## src/rtl/board_io_pkg.sv

```systemverilog
// Shared definitions for the board I/O conditioning block.
// Contents: default parameter values, the reset-sequencer state type and a
// constant ceil(log2()) helper used to size counters.
package board_io_pkg;

    localparam int DEFAULT_SW_WIDTH        = 16;
    localparam int DEFAULT_LED_WIDTH       = 16;
    localparam int DEFAULT_SYNC_STAGES     = 2;
    localparam int DEFAULT_RST_STRETCH     = 16;
    localparam int DEFAULT_DEBOUNCE_CYCLES = 100000;

    // Reset sequencer: HOLD while lock/reset-release are not both present,
    // STRETCH while counting, RUN once the SoC reset is released.
    typedef enum logic [1:0] {
        SEQ_HOLD    = 2'd0,
        SEQ_STRETCH = 2'd1,
        SEQ_RUN     = 2'd2
    } seq_state_e;

    // ceil(log2(value)), never less than 1 so it can size a vector directly.
    function automatic int clog2(input int value);
        int result;
        result = 1;
        for (int i = 1; i < 31; i++) begin
            if ((1 << i) < value) begin
                result = i + 1;
            end
        end
        return result;
    endfunction

endpackage

```

## src/rtl/board_io_ctrl_if.sv

```systemverilog
// Switch/LED bundle between the board pins, the SoC and board_io_ctrl.
//   sw_i        raw switch pins            sw_o        debounced levels
//   sw_change_o one-cycle change pulses    led_i       LED values from SoC
//   led_o       registered LED pins
// Modports: slave = board_io_ctrl, master = the pin/SoC side around it.
// There is no handshake: every signal is a level, sampled once per clock.
interface board_io_ctrl_if
    import board_io_pkg::*;
#(
    parameter int SW_WIDTH  = DEFAULT_SW_WIDTH,
    parameter int LED_WIDTH = DEFAULT_LED_WIDTH
);

    logic [SW_WIDTH-1:0]  sw_i;
    logic [SW_WIDTH-1:0]  sw_o;
    logic [SW_WIDTH-1:0]  sw_change_o;
    logic [LED_WIDTH-1:0] led_i;
    logic [LED_WIDTH-1:0] led_o;

    modport slave (
        input  sw_i,
        input  led_i,
        output sw_o,
        output sw_change_o,
        output led_o
    );

    modport master (
        output sw_i,
        output led_i,
        input  sw_o,
        input  sw_change_o,
        input  led_o
    );

endinterface

```

## src/rtl/sw_debounce.sv

```systemverilog
// One-bit switch debouncer.
//   clk_i, arst_i  clock and asynchronous active-high reset
//   hold_i         high while the SoC is held in reset; suppresses the pulse
//   sw_i           raw (asynchronous) switch pin
//   sw_o           debounced level
//   sw_change_o    high for the cycle following a change of sw_o
// A new level is accepted only after DEBOUNCE_CYCLES consecutive cycles in
// which the synchronised input differs from sw_o; any return to the current
// level restarts the count.
module sw_debounce
    import board_io_pkg::*;
#(
    parameter int SYNC_STAGES     = DEFAULT_SYNC_STAGES,
    parameter int DEBOUNCE_CYCLES = DEFAULT_DEBOUNCE_CYCLES
) (
    input  logic clk_i,
    input  logic arst_i,
    input  logic hold_i,
    input  logic sw_i,
    output logic sw_o,
    output logic sw_change_o
);

    localparam int            CW      = clog2(DEBOUNCE_CYCLES + 1);
    localparam logic [CW-1:0] CNT_MAX = CW'(DEBOUNCE_CYCLES);

    logic [SYNC_STAGES-1:0] sync_q;
    logic                   synced;
    logic [CW-1:0]          cnt_q, cnt_d, cnt_inc;
    logic                   level_q, level_d;
    logic                   change_q, change_d;

    assign synced  = sync_q[SYNC_STAGES-1];
    assign cnt_inc = cnt_q + 1'b1;

    always_comb begin
        cnt_d   = '0;
        level_d = level_q;
        if (synced != level_q) begin
            // Accept on the cycle the count would reach the limit; the counter
            // itself never holds CNT_MAX.
            if (cnt_inc == CNT_MAX) begin
                level_d = synced;
            end else begin
                cnt_d = cnt_inc;
            end
        end
        change_d = hold_i ? 1'b0 : (level_d != level_q);
    end

    always_ff @(posedge clk_i or posedge arst_i) begin
        if (arst_i) begin
            sync_q   <= '0;
            cnt_q    <= '0;
            level_q  <= 1'b0;
            change_q <= 1'b0;
        end else begin
            sync_q   <= {sync_q[SYNC_STAGES-2:0], sw_i};
            cnt_q    <= cnt_d;
            level_q  <= level_d;
            change_q <= change_d;
        end
    end

    assign sw_o        = level_q;
    assign sw_change_o = change_q;

endmodule

```

## src/rtl/board_io_ctrl.sv

```systemverilog
// Board-level reset conditioning, switch debouncing and LED registering.
//   clk_i        system clock (PLL output)
//   arst_i       raw asynchronous active-high board reset
//   locked_i     PLL lock, asynchronous to clk_i
//   rst_o        stretched, synchronously released reset for the SoC
//   dbg_state_o  reset sequencer state
//   io           switch/LED bundle (slave side)
// rst_o is released RST_STRETCH cycles after both the synchronised reset
// release and the synchronised PLL lock are present; losing lock reasserts it.
module board_io_ctrl
    import board_io_pkg::*;
#(
    parameter int SW_WIDTH        = DEFAULT_SW_WIDTH,
    parameter int LED_WIDTH       = DEFAULT_LED_WIDTH,
    parameter int SYNC_STAGES     = DEFAULT_SYNC_STAGES,
    parameter int RST_STRETCH     = DEFAULT_RST_STRETCH,
    parameter int DEBOUNCE_CYCLES = DEFAULT_DEBOUNCE_CYCLES
) (
    input  logic            clk_i,
    input  logic            arst_i,
    input  logic            locked_i,
    output logic            rst_o,
    output seq_state_e      dbg_state_o,
    board_io_ctrl_if.slave  io
);

    localparam int             RCW         = clog2(RST_STRETCH + 1);
    localparam logic [RCW-1:0] STRETCH_MAX = RCW'(RST_STRETCH);

    logic [SYNC_STAGES-1:0] rel_q;
    logic [SYNC_STAGES-1:0] lock_q;
    logic                   seq_ok;
    seq_state_e             state_q, state_d;
    logic [RCW-1:0]         cnt_q, cnt_d;
    logic                   rst_q, rst_d;
    logic [LED_WIDTH-1:0]   led_q, led_d;
    logic [SW_WIDTH-1:0]    sw_lvl, sw_chg;

    // Reset-release chain shifts in 1 so arst_i deassertion is seen
    // synchronously; lock chain brings locked_i into the clock domain.
    always_ff @(posedge clk_i or posedge arst_i) begin
        if (arst_i) begin
            rel_q  <= '0;
            lock_q <= '0;
        end else begin
            rel_q  <= {rel_q[SYNC_STAGES-2:0], 1'b1};
            lock_q <= {lock_q[SYNC_STAGES-2:0], locked_i};
        end
    end

    assign seq_ok = rel_q[SYNC_STAGES-1] & lock_q[SYNC_STAGES-1];

    always_comb begin
        state_d = state_q;
        cnt_d   = cnt_q;
        if (!seq_ok) begin
            state_d = SEQ_HOLD;
            cnt_d   = '0;
        end else if (cnt_q != STRETCH_MAX) begin
            cnt_d   = cnt_q + 1'b1;
            state_d = (cnt_d == STRETCH_MAX) ? SEQ_RUN : SEQ_STRETCH;
        end else begin
            state_d = SEQ_RUN;
        end
        // rst_o comes straight from a flop so the SoC never sees decode glitches.
        rst_d = (state_d != SEQ_RUN);
        led_d = rst_q ? '0 : io.led_i;
    end

    always_ff @(posedge clk_i or posedge arst_i) begin
        if (arst_i) begin
            state_q <= SEQ_HOLD;
            cnt_q   <= '0;
            rst_q   <= 1'b1;
            led_q   <= '0;
        end else begin
            state_q <= state_d;
            cnt_q   <= cnt_d;
            rst_q   <= rst_d;
            led_q   <= led_d;
        end
    end

    // Debouncers keep running during the reset stretch so sw_o is already
    // settled when the SoC comes out of reset; only the pulses are held off.
    for (genvar i = 0; i < SW_WIDTH; i++) begin : g_sw
        sw_debounce #(
            .SYNC_STAGES     (SYNC_STAGES),
            .DEBOUNCE_CYCLES (DEBOUNCE_CYCLES)
        ) u_deb (
            .clk_i       (clk_i),
            .arst_i      (arst_i),
            .hold_i      (rst_q),
            .sw_i        (io.sw_i[i]),
            .sw_o        (sw_lvl[i]),
            .sw_change_o (sw_chg[i])
        );
    end

    assign rst_o          = rst_q;
    assign dbg_state_o    = state_q;
    assign io.sw_o        = sw_lvl;
    assign io.sw_change_o = sw_chg;
    assign io.led_o       = led_q;

endmodule

```

## src/flat_wrapper.sv

```systemverilog
// flat-port wrapper written by rule: the top's interface ports become plain ports
module board_io_ctrl_flat import board_io_pkg::*;
#(
    parameter int SW_WIDTH        = DEFAULT_SW_WIDTH,
    parameter int LED_WIDTH       = DEFAULT_LED_WIDTH,
    parameter int SYNC_STAGES     = DEFAULT_SYNC_STAGES,
    parameter int RST_STRETCH     = DEFAULT_RST_STRETCH,
    parameter int DEBOUNCE_CYCLES = DEFAULT_DEBOUNCE_CYCLES
)
  (clk_i, arst_i, locked_i, rst_o, dbg_state_o, io_sw_i, io_led_i, io_sw_o, io_sw_change_o, io_led_o);
  board_io_ctrl_if #(.SW_WIDTH(SW_WIDTH), .LED_WIDTH(LED_WIDTH)) io_i ();
  input  logic clk_i;
  input  logic arst_i;
  input  logic locked_i;
  output logic rst_o;
  output seq_state_e dbg_state_o;
  input wire logic [$bits(io_i.sw_i)-1:0] io_sw_i;
  input wire logic [$bits(io_i.led_i)-1:0] io_led_i;
  output wire logic [$bits(io_i.sw_o)-1:0] io_sw_o;
  output wire logic [$bits(io_i.sw_change_o)-1:0] io_sw_change_o;
  output wire logic [$bits(io_i.led_o)-1:0] io_led_o;
  assign io_i.sw_i = io_sw_i;
  assign io_i.led_i = io_led_i;
  assign io_sw_o = io_i.sw_o;
  assign io_sw_change_o = io_i.sw_change_o;
  assign io_led_o = io_i.led_o;
  board_io_ctrl #(.SW_WIDTH(SW_WIDTH), .LED_WIDTH(LED_WIDTH), .SYNC_STAGES(SYNC_STAGES), .RST_STRETCH(RST_STRETCH), .DEBOUNCE_CYCLES(DEBOUNCE_CYCLES)) u_core (.clk_i(clk_i), .arst_i(arst_i), .locked_i(locked_i), .rst_o(rst_o), .dbg_state_o(dbg_state_o), .io(io_i));
endmodule
```

## config.mk

```make
export PLATFORM = sky130hd
export DESIGN_NAME = board_io_ctrl_flat
export DESIGN_NICKNAME = d
export VERILOG_FILES = /design/src/rtl/board_io_pkg.sv /design/src/rtl/board_io_ctrl_if.sv /design/src/rtl/sw_debounce.sv /design/src/rtl/board_io_ctrl.sv /design/src/flat_wrapper.sv
export SDC_FILE = /design/constraint.sdc
export NUM_CORES = 1
export LEC_CHECK = 0
export CORE_ASPECT_RATIO = 0.5
export CORE_MARGIN = 10
export CORE_UTILIZATION = 55
export CTS_CLUSTER_DIAMETER = 60
export DETAILED_ROUTE_END_ITERATION = 10
export HOLD_SLACK_MARGIN = 0.06
export PLACE_DENSITY_LB_ADDON = 0.12
export SYNTH_ARGS = -nofsm -noshare
export SYNTH_HDL_FRONTEND = slang
export SYNTH_SLANG_ARGS = --single-unit
```

## constraint.sdc

```tcl
create_clock -name clk_i -period 18.3 [get_ports clk_i]
set_input_delay 3.66 -clock clk_i [delete_from_list [all_inputs] [get_ports clk_i]]
set_output_delay 3.66 -clock clk_i [all_outputs]
set_load 0.01 [all_outputs]
```

==> impl_metrics.toml <==
[run_status]
outcome = "completed"

[layout]
num_antenna_cells = 0
final_cells = 2453
area_growth_pct = 11.2
final_core_util = 0.626
post-route-cell-area_um2 = 20900
nets = 2049
drive_above_1_share = 0.0626

[routing]
routed_wl_um = 35600
antenna_left = 0
drtIter0Drc = 943
firstDrtPassIters = 5
drc = 0
vias = 13700
wl_per_cell_um = 14.5
viasPerCell = 5.60

[grt]
use_met3 = 0.0287
antenna_found_initial = 0
grt_overflow_total = 0
use_met2 = 0.287
grt_pass1_vias = 13000
grt_first_pass_wirelength_um = 61300
grt_start_max_net_pins = 122
track_usage = 0.169
grtUsageMet1 = 0.225
grt_busiest_layer = "met2"

[clocking]
clock-sinks = 364
root_buffer = "clkbuf_16"
clk_latency_ns = 0.53
cts_tree = "done"
cts_made_buffers = 34
cts_post_setup_buffers_inserted = 0
h-tree-depth = 2
post_cts_resized = 0
path_clk_slew_ns = 0.07
cts_hold_buf = 0
clk_path_buf_depth = 3

[sta]
finalCritPeriodShare = 0.330
holdWs_ns = 0.350
finalHoldViolations = 0
slew_violations = 0
tns_ns = 0
relSlewSlack = 0.229
rsz0062_at_grt = "false"
min_period_ns = 6.04
max_freq_mhz = 166
final.setup_skew_ns = 0.0128
tightest_slew_ns = 1.14
setup_violations = 0

[worst_setup_path]
crit_family = "flip-flops"
critPathArrivalTime_ns = 2.38
required_ns = 14.64
slowest_delay_ns = 1.16
cpMaxStageDelayCell = "dfstp_2"
cp_max_fo = 33
critPathKind = "flop to primary output"
critPathBufInv = 1
crit_path_end_kind = "primary output"
crit_chain = "clkdlybuf4s50_1"
start_kind = "flop"

[power_and_ir_drop]
power-per-cell-area_nw_per_um2 = 76.2
vdd_drop_max_mv = 0.0571
leakagePower_nw = 8.41

[placed_design]
dp_hpwl_um = 24000
dp.cells = 2400
gp_congestion = 0.846
dpl_cell_area_um2 = 19800
port_buffers = 85

[logic_synthesis]
synth_top_family_by_area = "simple AND/OR/NAND/NOR gates"
synth_edf_count = 0
syn_inst = 1957
synth_nets = 2011
yosysMostFrequentCell = "dfrtp_1"
netlist_area_um2 = 18800
ys_seq_area_frac = 0.484
synth_cell_type_count = 83
async_flop_share = 1.00
synth-compound-area-share = 0.0762
synthAdderAreaFrac = 0.0126
yosys.area_share.simple = 0.260
synthXorXnorAreaFrac = 0.112
muxShareOfSynthArea = 0.0162
synth_area_leaders = "dfrtp_1 (48%), nor2_1 (6.1%), xnor2_1 (6.1%)"
synth_top_area_frac = 0.483
netlist_top_cells_count = "dfrtp_1 (363), nor2_1 (308), xnor2_1 (130), nand2_1 (123)"
synth.yosys.warnings = 0
ys.flop_type = "dfrtp_1"
synth_top_area_cell = "dfrtp_1"
ys_ff_latch = 364
avgSynthCellArea_um2 = 9.61

[die]
fp.dieH_um = 151
fp-row-count = 47
dieArea_um2 = 42400
start_util = 0.563
die_w_um = 281
ios = 86
core_region_area_um2 = 33400

[min_path]
hold_path.class = "flop to flop"

[flow_run]
maxCapViolations = 0
==> per-layer routing <==
metal	vias up	wire (um)
met1	6585	17100
met3	47	1130
met5	-	0
li1	6920	-
met4	0	573
met2	181	16900
==> through the flow <==
step	total power, W	worst slack [ns]
floorplan	0.000887	4.54
global placement	0.000909	11.84
detailed placement	0.000910	11.82
CTS	0.00162	12.18
global route	0.00166	12.12
finish	0.00159	12.26
==> state kept, by name, indices dropped and copies added (netlist names) <==
| register | flops |
|---|---|
| u_core.rst_o | 1 |
| u_core.lock_q | 2 |
| u_core.dbg_state_o | 2 |
| u_core.g_sw.u_deb.cnt_q | 272 |
| u_core.g_sw.u_deb.sw_o | 16 |
| u_core.io.led_o | 16 |
| u_core.cnt_q | 5 |
| u_core.g_sw.u_deb.sync_q | 32 |
| u_core.rel_q | 2 |
| u_core.g_sw.u_deb.sw_change_o | 16 |
==> path summary, 6_finish.rpt <==
kind,start,endpoint,slack (ns),cells after the start
max,u_core.rst_o$_DFF_PP1_,rst_o,12.26,1
max reg2reg,u_core.g_sw[5].u_deb.cnt_q[0]$_DFF_PP0_,u_core.g_sw[5].u_deb.cnt_q[8]$_DFF_PP0_,14.68,7
max in group asynchronous,arst_i,u_core.g_sw[7].u_deb.cnt_q[15]$_DFF_PP0_,12.54,4
min in group asynchronous,arst_i,u_core.g_sw[10].u_deb.cnt_q[14]$_DFF_PP0_,3.74,2
min,u_core.g_sw[3].u_deb.sync_q[0]$_DFF_PP0_,u_core.g_sw[3].u_deb.sync_q[1]$_DFF_PP0_,0.35,0
min reg2reg,u_core.g_sw[3].u_deb.sync_q[0]$_DFF_PP0_,u_core.g_sw[3].u_deb.sync_q[1]$_DFF_PP0_,0.35,0
==> cells in the final DEF, fill, tap and decap left out, types with 9 or more instances in the layout <==
master             n
a211oi_1           9
or4_1             13
nor2_1           308
xor2_1           111
o2111ai_1         12
xnor2_1          130
nand2b_1          10
dfrtp_1          363
and4_1            25
and2_1            10
and3_1            20
clkbuf_16         37
nor2b_1           38
ha_1              19
o21a_1             9
mux2_2            16
buf_4             10
nor3_1            88
or3_1             27
a21oi_1           39
mux2i_1           11
or2_2             17
o31ai_1           10
nor3b_1           11
clkdlybuf4s50_1   85
nand4_1           71
nor4_1            44
a31oi_1            9
nand2_1          123
o21ai_0           28
inv_1             59
nand3_1          111
==> logic make-up (layout without fill, tap and decap cells) <==
| group | Yosys count | after routing |
|---|---|---|
| and+or+nand+nor | 953 | 953 |
| muxes | 28 | 28 |
| DFF | 364 | 364 |
| AOI/OAI and AO/OA | 198 | 198 |
| buffers and inverters | 153 | 208 |
| adders and majority gates | 19 | 19 |
| other | 1 | 1 |
| xor gates and xnor gates | 241 | 241 |
==> final cells by class <==
cell class | instances | area, um2
timing repair buffer | 95 | 926
clock inverter | 8 | 92.6
inverter | 60 | 233
clock buffer | 45 | 996
fill | 2802 | 12500
tap | 441 | 552
sequential | 364 | 9110
multi-input combinational | 1440 | 8990
==> where the power goes <==
| group | total (W) | internal (W) | leakage [nW] | switching, W |
|---|---|---|---|---|
| clock network | 0.000700 | 0.000408 | 0.537 | 0.000292 |
| registers | 0.000832 | 0.000818 | 4.96 | 0.0000145 |
| logic | 0.0000611 | 0.0000221 | 2.92 | 0.0000389 |
Power figures use the tool's default switching activity.
